===== src/rtl/mips_cpu_pkg.sv =====
// Shared MIPS CPU definitions: PC sequencer state encoding and default vectors.
package mips_cpu_pkg;

  typedef enum logic [1:0] {
    RUN   = 2'd0,
    DELAY = 2'd1,
    HALT  = 2'd2
  } pc_seq_state_t;

  localparam logic [31:0] DEFAULT_RESET_VECTOR = 32'hBFC0_0000;
  localparam logic [31:0] DEFAULT_HALT_ADDR    = 32'h0000_0000;
  localparam logic [31:0] DEFAULT_EXC_VECTOR   = 32'hBFC0_0380;
  localparam int          DEFAULT_PC_INC       = 4;

endpackage


===== src/rtl/mips_cpu_pc_seq.sv =====
// PC sequencer with one branch delay slot and a halt-on-jump-to-HALT_ADDR state.
// Optional exception entry is enabled by defining MIPS_CPU_PC_SEQ_EXC_EN.
module mips_cpu_pc_seq
  import mips_cpu_pkg::*;
#(
  parameter int                ADDR_W       = 32,
  parameter logic [ADDR_W-1:0] RESET_VECTOR = ADDR_W'(DEFAULT_RESET_VECTOR),
  parameter logic [ADDR_W-1:0] HALT_ADDR    = ADDR_W'(DEFAULT_HALT_ADDR),
  parameter int                PC_INC       = DEFAULT_PC_INC
`ifdef MIPS_CPU_PC_SEQ_EXC_EN
  ,
  parameter logic [ADDR_W-1:0] EXC_VECTOR   = ADDR_W'(DEFAULT_EXC_VECTOR)
`endif
) (
  input  logic              clk,
  input  logic              rst,
  input  logic              stall,
  input  logic              redirect_valid,
  input  logic [ADDR_W-1:0] redirect_target,
`ifdef MIPS_CPU_PC_SEQ_EXC_EN
  input  logic              exc_req,
`endif
  output logic [ADDR_W-1:0] pc_out,
  output logic              active,
  output logic              delay_slot
);

  pc_seq_state_t     state_reg, state_next;
  logic [ADDR_W-1:0] pc_reg, pc_next;
  logic [ADDR_W-1:0] target_reg, target_next;
  logic              delay_slot_reg, delay_slot_next;

  always_ff @(posedge clk or posedge rst) begin
    if (rst) begin
      state_reg      <= RUN;
      pc_reg         <= RESET_VECTOR;
      target_reg     <= '0;
      delay_slot_reg <= 1'b0;
    end else begin
      state_reg      <= state_next;
      pc_reg         <= pc_next;
      target_reg     <= target_next;
      delay_slot_reg <= delay_slot_next;
    end
  end

  always_comb begin
    state_next      = state_reg;
    pc_next         = pc_reg;
    target_next     = target_reg;
    delay_slot_next = delay_slot_reg;

    case (state_reg)
      RUN: begin
        if (!stall) begin
          pc_next         = pc_reg + ADDR_W'(PC_INC);
          delay_slot_next = 1'b0;
          if (redirect_valid) begin
            target_next     = redirect_target;
            state_next      = DELAY;
            delay_slot_next = 1'b1;
          end
        end
      end
      DELAY: begin
        // A redirect seen here would be a branch in a delay slot; it is dropped.
        if (!stall) begin
          pc_next         = target_reg;
          delay_slot_next = 1'b0;
          state_next      = (target_reg == HALT_ADDR) ? HALT : RUN;
        end
      end
      HALT: begin
        pc_next         = HALT_ADDR;
        delay_slot_next = 1'b0;
      end
      default: begin
        state_next      = RUN;
        pc_next         = RESET_VECTOR;
        target_next     = '0;
        delay_slot_next = 1'b0;
      end
    endcase

`ifdef MIPS_CPU_PC_SEQ_EXC_EN
    // Exceptions override stall and any pending delay-slot redirect.
    if (exc_req && (state_reg != HALT)) begin
      state_next      = RUN;
      pc_next         = EXC_VECTOR;
      target_next     = '0;
      delay_slot_next = 1'b0;
    end
`endif
  end

  assign pc_out     = pc_reg;
  assign delay_slot = delay_slot_reg;
  assign active     = (state_reg != HALT);

endmodule


===== config.mk =====
export PLATFORM = sky130hd
export DESIGN_NAME = mips_cpu_pc_seq
export DESIGN_NICKNAME = d
export VERILOG_FILES = /design/src/rtl/mips_cpu_pkg.sv /design/src/rtl/mips_cpu_pc_seq.sv
export SDC_FILE = /design/constraint.sdc
export NUM_CORES = 1
export LEC_CHECK = 0
export ABC_AREA = 0
export BUFFER_PORTS_ARGS = -buffer_cell sky130_fd_sc_hd__buf_2
export CAP_MARGIN = 20
export CORE_MARGIN = 1.5
export CORE_UTILIZATION = 40
export CTS_CLUSTER_DIAMETER = 150
export DETAILED_ROUTE_END_ITERATION = 6
export GPL_TIMING_DRIVEN = 0
export PLACE_DENSITY_LB_ADDON = 0.08
export SLEW_MARGIN = 20
export SYNTH_ARGS = -nofsm -noshare
export SYNTH_HDL_FRONTEND = slang
export SYNTH_SLANG_ARGS = --single-unit

===== constraint.sdc =====
create_clock -name clk -period 3.3 [get_ports clk]
set_input_delay 0.165 -clock clk [delete_from_list [all_inputs] [get_ports clk]]
set_output_delay 0.165 -clock clk [all_outputs]
set_load 0.005 [all_outputs]

== After elaboration in Yosys (flattened, before gate mapping) ==
Index checks and enable logic that the tools add are counted.
Cells by class
  muxes and demuxes: 15
  add/sub/neg operators: 1
  bitwise gates (word level): 2
  eq/ne operators: 6
  reduce and logical (&&, ||, !) cells: 6
Operator list (count)
  two-way mux 32 bit: 4
  case mux 32 bit (3 select lines): 1
  case mux 32 bit (2 select lines): 1
  adder 32 x 3 -> 32 bit (second input constant): 1
  zero test 32 bit: 1
  two-way mux 2 bit: 4
  != test 2 bit (second input constant): 4
  case mux 2 bit (3 select lines): 1
  AND reduction 4 bit: 1
  two-way mux 1 bit: 3
  AND reduction 3 bit: 1
  equality test 2 x 1 -> 1 bit (second input constant): 1
  equality test 2 bit (second input constant): 1
  zero test 2 bit: 1
  NOT 1 bit: 2
  case mux 1 bit (2 select lines): 1
  AND reduction 2 bit: 1
  OR reduction 2 bit: 1
Word-level totals
  word-level logic and storage cells: 34
  input port bits: 36
  register bits: 67
  output and inout bits: 34

== Depth between registers and ports, before layout ==
  word-level depth: 4
  mapped depth: 9
  gate-level depth less buffers: 7

== Worst setup path after synthesis ==
No wires, ideal clock.
  kind: register to register
  start point: register pc_reg[2] (netlist: pc_out[2])
  end point: register pc_reg[24] (netlist: pc_out[24])
  path slack: 1.318 ns
  stages on the path, launching flop included: 7
  library setup time: 0.088 ns
  path buffers: 0
  period minus slack after synthesis: 1.982 ns
  arrival time: 1.894 ns
  required time: 3.212 ns
  cells stage by stage: dfrtp_1 > ha_1 > and3_4 > nand4_4 > or4_4 > xor2_1 > a221oi_2
Between the ends
  word-level cells in the longest chain between the ends: 3
RTL lines
  start, declared: line mips_cpu_pc_seq.sv:29  | logic [ADDR_W-1:0] pc_reg, pc_next;
  start signal, assigned: line mips_cpu_pc_seq.sv:41  | pc_reg <= pc_next;
  adder 32 x 3 -> 32 bit: line mips_cpu_pc_seq.sv:56  | pc_next = pc_reg + ADDR_W'(PC_INC);
  two-way mux 32 bit: line mips_cpu_pc_seq.sv:55  | if (!stall) begin
  case mux 32 bit (3 select lines): line mips_cpu_pc_seq.sv:53  | case (state_reg)
No other way between the ends. The select of a mux whose other input is x is not followed.
A chain may end at the register's enable or synchronous reset.

== Worst setup path in the final report ==
  start point: register state_reg[0]
  end point: register pc_reg[27] (netlist: pc_out[27])
Between the ends
  word-level cells in the longest chain between the ends: 3
  elaborated cells between the ends (all ways): 7
  those cells by class: eq/ne: 4; mux: 1; reduce/logical: 2
RTL lines
  start, declared: line mips_cpu_pc_seq.sv:28  | pc_seq_state_t state_reg, state_next;
  start signal, assigned: line mips_cpu_pc_seq.sv:40  | state_reg <= state_next;
  equality test 2 x 1 -> 1 bit or zero test 2 bit (tied branches): line mips_cpu_pc_seq.sv:53
  != test 2 bit (no source line)
  AND reduction 2 bit (no source line)
Parallel ways exist; a longest one is shown, timed or not.

==> impl_metrics.yaml <==
power_and_ir_drop:
  ir_worst_vdd_uv: 233.8
  p_leak_nw: 1.938
  p_per_area_mw_per_mm2: 408.4
  finalPower_mw: 1.774
timing:
  finClkSkew_ps: 9.428
  layout_min_cycle_time_ps: 2292
  tns_ps: 0
  setup_viol: 0
  tightest_slew_ps: 858.8
  drv_slew: 0
  timing.fmax_ghz: 0.4363
  rsz0062_at_grt: "no"
  hold_viol_final: 0
  fin_ws_ps: 1008
  relSlewSlack: 0.4231
  period_share: 0.6945
setup_path:
  cp.arrival_ps: 2540
  cp_cell_sequence: "inv_1 > ha_1 > buf_2 > o21ai_0 > nand2b_2 > clkbuf_1 > a21oi_1 > a222oi_1"
  critPathBufInv: 3
  critPathKind: "reg -> reg"
  cp_slowest_cell: "o21ai_0"
  crit_fanout: 10
  cp-start-kind: "register"
  end_kind: "register"
  critical_path.top_delay_family: "compound AO/OA/AOI/OAI gates"
  worstSetupStartpoint: "state_reg[0]"
  slowest_delay_ps: 520
  cp_data_required_time_ps: 3550
  crit-reg2reg-launch: "state_reg[0]"
logic_synthesis:
  synth_edf_count: 0
  netlist_instances: 368
  synth.cell_area_mm2: 0.003580
  syn_nets: 410
  synth_ff_type: "dfrtp_1"
  synth_cell_type_count: 53
  ys_seq_elements: 67
  avgSynthCellArea_um2: 9.727
  ys_seq_area_frac: 0.4715
  synthArstFlopShare: 1.000
  ys_warn_count: 0
cts:
  clk_path_buf_depth: 2
  worstSkewPairLatency_ps: 350
  hold_buffers: 1
  cts_made_buffers: 9
  cts_sinks: 67
  post-cts-setup-buffers: 0
  root_buffer: "clkbuf_8"
  htree_levels: 3
  clkSlewWorstSetupHoldPaths_ps: 80
  cts_tree: "yes"
  post_cts_resized: 0
grt:
  grt.overflow.total: 0
  grt_max_degree: 47
  grt_pass1_vias: 3098
  antenna_found_initial: 0
  grtUsageTotal: 0.2357
  grt_pass1_wl_mm: 17.42
flow_run:
  maxCapViolCount: 0
worst_hold_path:
  hold_path_startpoint: "redirect_target[4]"
  hp-class: "in -> reg"
detailed_routing:
  drt-total-wl_mm: 10.75
  final_antenna_net_count: 0
  vias_per_cell: 5.876
  via_count: 3308
  met2_length_mm: 4.670
  remaining_drc_errors: 0
  wl_met3_um: 620
  top_layer_used: "met4"
  wl_met1_mm: 5.181
  wl_per_cell_um: 19.09
  dr.pass1.iters: 5
  drtIter0Drc: 245
die:
  die_w_um: 97.60
  core_mm2: 0.008678
  rows: 34
  die_y_um: 97.60
  start_util: 0.4125
  num_io_pins: 70
  dieArea_mm2: 0.009526
place:
  io_buffers: 69
  dpl_worst_slack_ps: 1037
  dp_hpwl_mm: 8.013
  dp_cells: 546
  routabilityCongestion: 0.8980
cells_and_area:
  final_common_cell: "buf_2"
  fin_nets: 492
  syn2layout_area_growth_pct: 21.32
  utilization: 0.5004
  diodes: 0
  final_cell_mix: "buf_2, dfrtp_1, o21ai_0, a22o_1"
  drive_above_1_share: 0.2505
  finalNonFillerCells: 563
outcome:
  outcome: "finished, final reports clean"
## layer usage
metal,GRT usage,vias up
met5,0,-
met4,0.09560,0
met3,0.03669,20
met2,0.3275,117
met1,0.3621,1594
li1,-,1577
## worst register-to-register path, cell delays in order, from the launching register on
cell and delay, ps:
dfrtp_1 380, inv_1 100, ha_1 200, buf_2 170, o21ai_0 530, nand2b_2 220
clkbuf_1 320, a21oi_1 200, a222oi_1 80
## cells in the mapped netlist, types with 4 or more instances
master	instances	area, um2
a32oi_1	5	43.79
ha_1	6	75.07
nand3_1	12	60.06
clkbuf_1	15	56.30
o211ai_1	4	30.03
a21oi_1	26	130.1
dfstp_2	9	236.5
nand2b_1	4	25.02
nor2_1	26	97.59
nand2_1	23	86.33
nor3_1	5	25.02
a22o_1	32	280.3
a22oi_1	6	45.04
o21ai_0	37	185.2
nand4_1	14	87.58
nor4_1	15	93.84
xor2_1	4	35.03
dfrtp_1	58	1451
inv_1	14	52.55
a221oi_1	4	35.03
## power by group
group          internal [mW]  switching [mW]  total, mW
logic                 0.0367          0.0361     0.0728
registers              0.836          0.0203      0.856
clock network          0.505           0.340      0.845
total                   1.38           0.396       1.77
## cell type report
cell class | count | area (um2)
well taps | 108 | 135.1
repair buffers | 71 | 382.9
fillers | 852 | 4335
flip-flops and latches | 67 | 1688
inverters | 14 | 55.05
clock inverters | 6 | 115.1
multi-input cells | 265 | 1724
clock buffers | 10 | 127.6
plain buffers | 22 | 115.1
## cells by family after synthesis
group	share of synthesized area
DFF	0.4715
and+or+nand+nor	0.1839
buffers and inverters	0.04683
xor gates and xnor gates	0.01713
adders and majority gates	0.02097
AOI/OAI and AO/OA	0.2597
## final timing paths
check / to / slack (ps) / depth (start not counted)
hold / removal: target_reg[4] / 20 / 2
setup / recovery: pc_out[27] / 1010 / 8
max in group asynchronous: pc_out[24] / 2400 / 4
hold reg to reg: pc_out[0] / 530 / 1
min in group asynchronous: target_reg[11] / 310 / 3
setup reg to reg: pc_out[27] / 1010 / 8
## metrics by stage
stage                     instance area (um2)  hold slack [ps]
final                                    4343            23.05
after global routing                     4343            18.09
after detailed placement                 4090            147.7
after floorplan                          3580            297.5
after CTS                                4343            14.69
after global placement                   4060            380.5
Note: power is estimated with default switching activity, not from simulation.
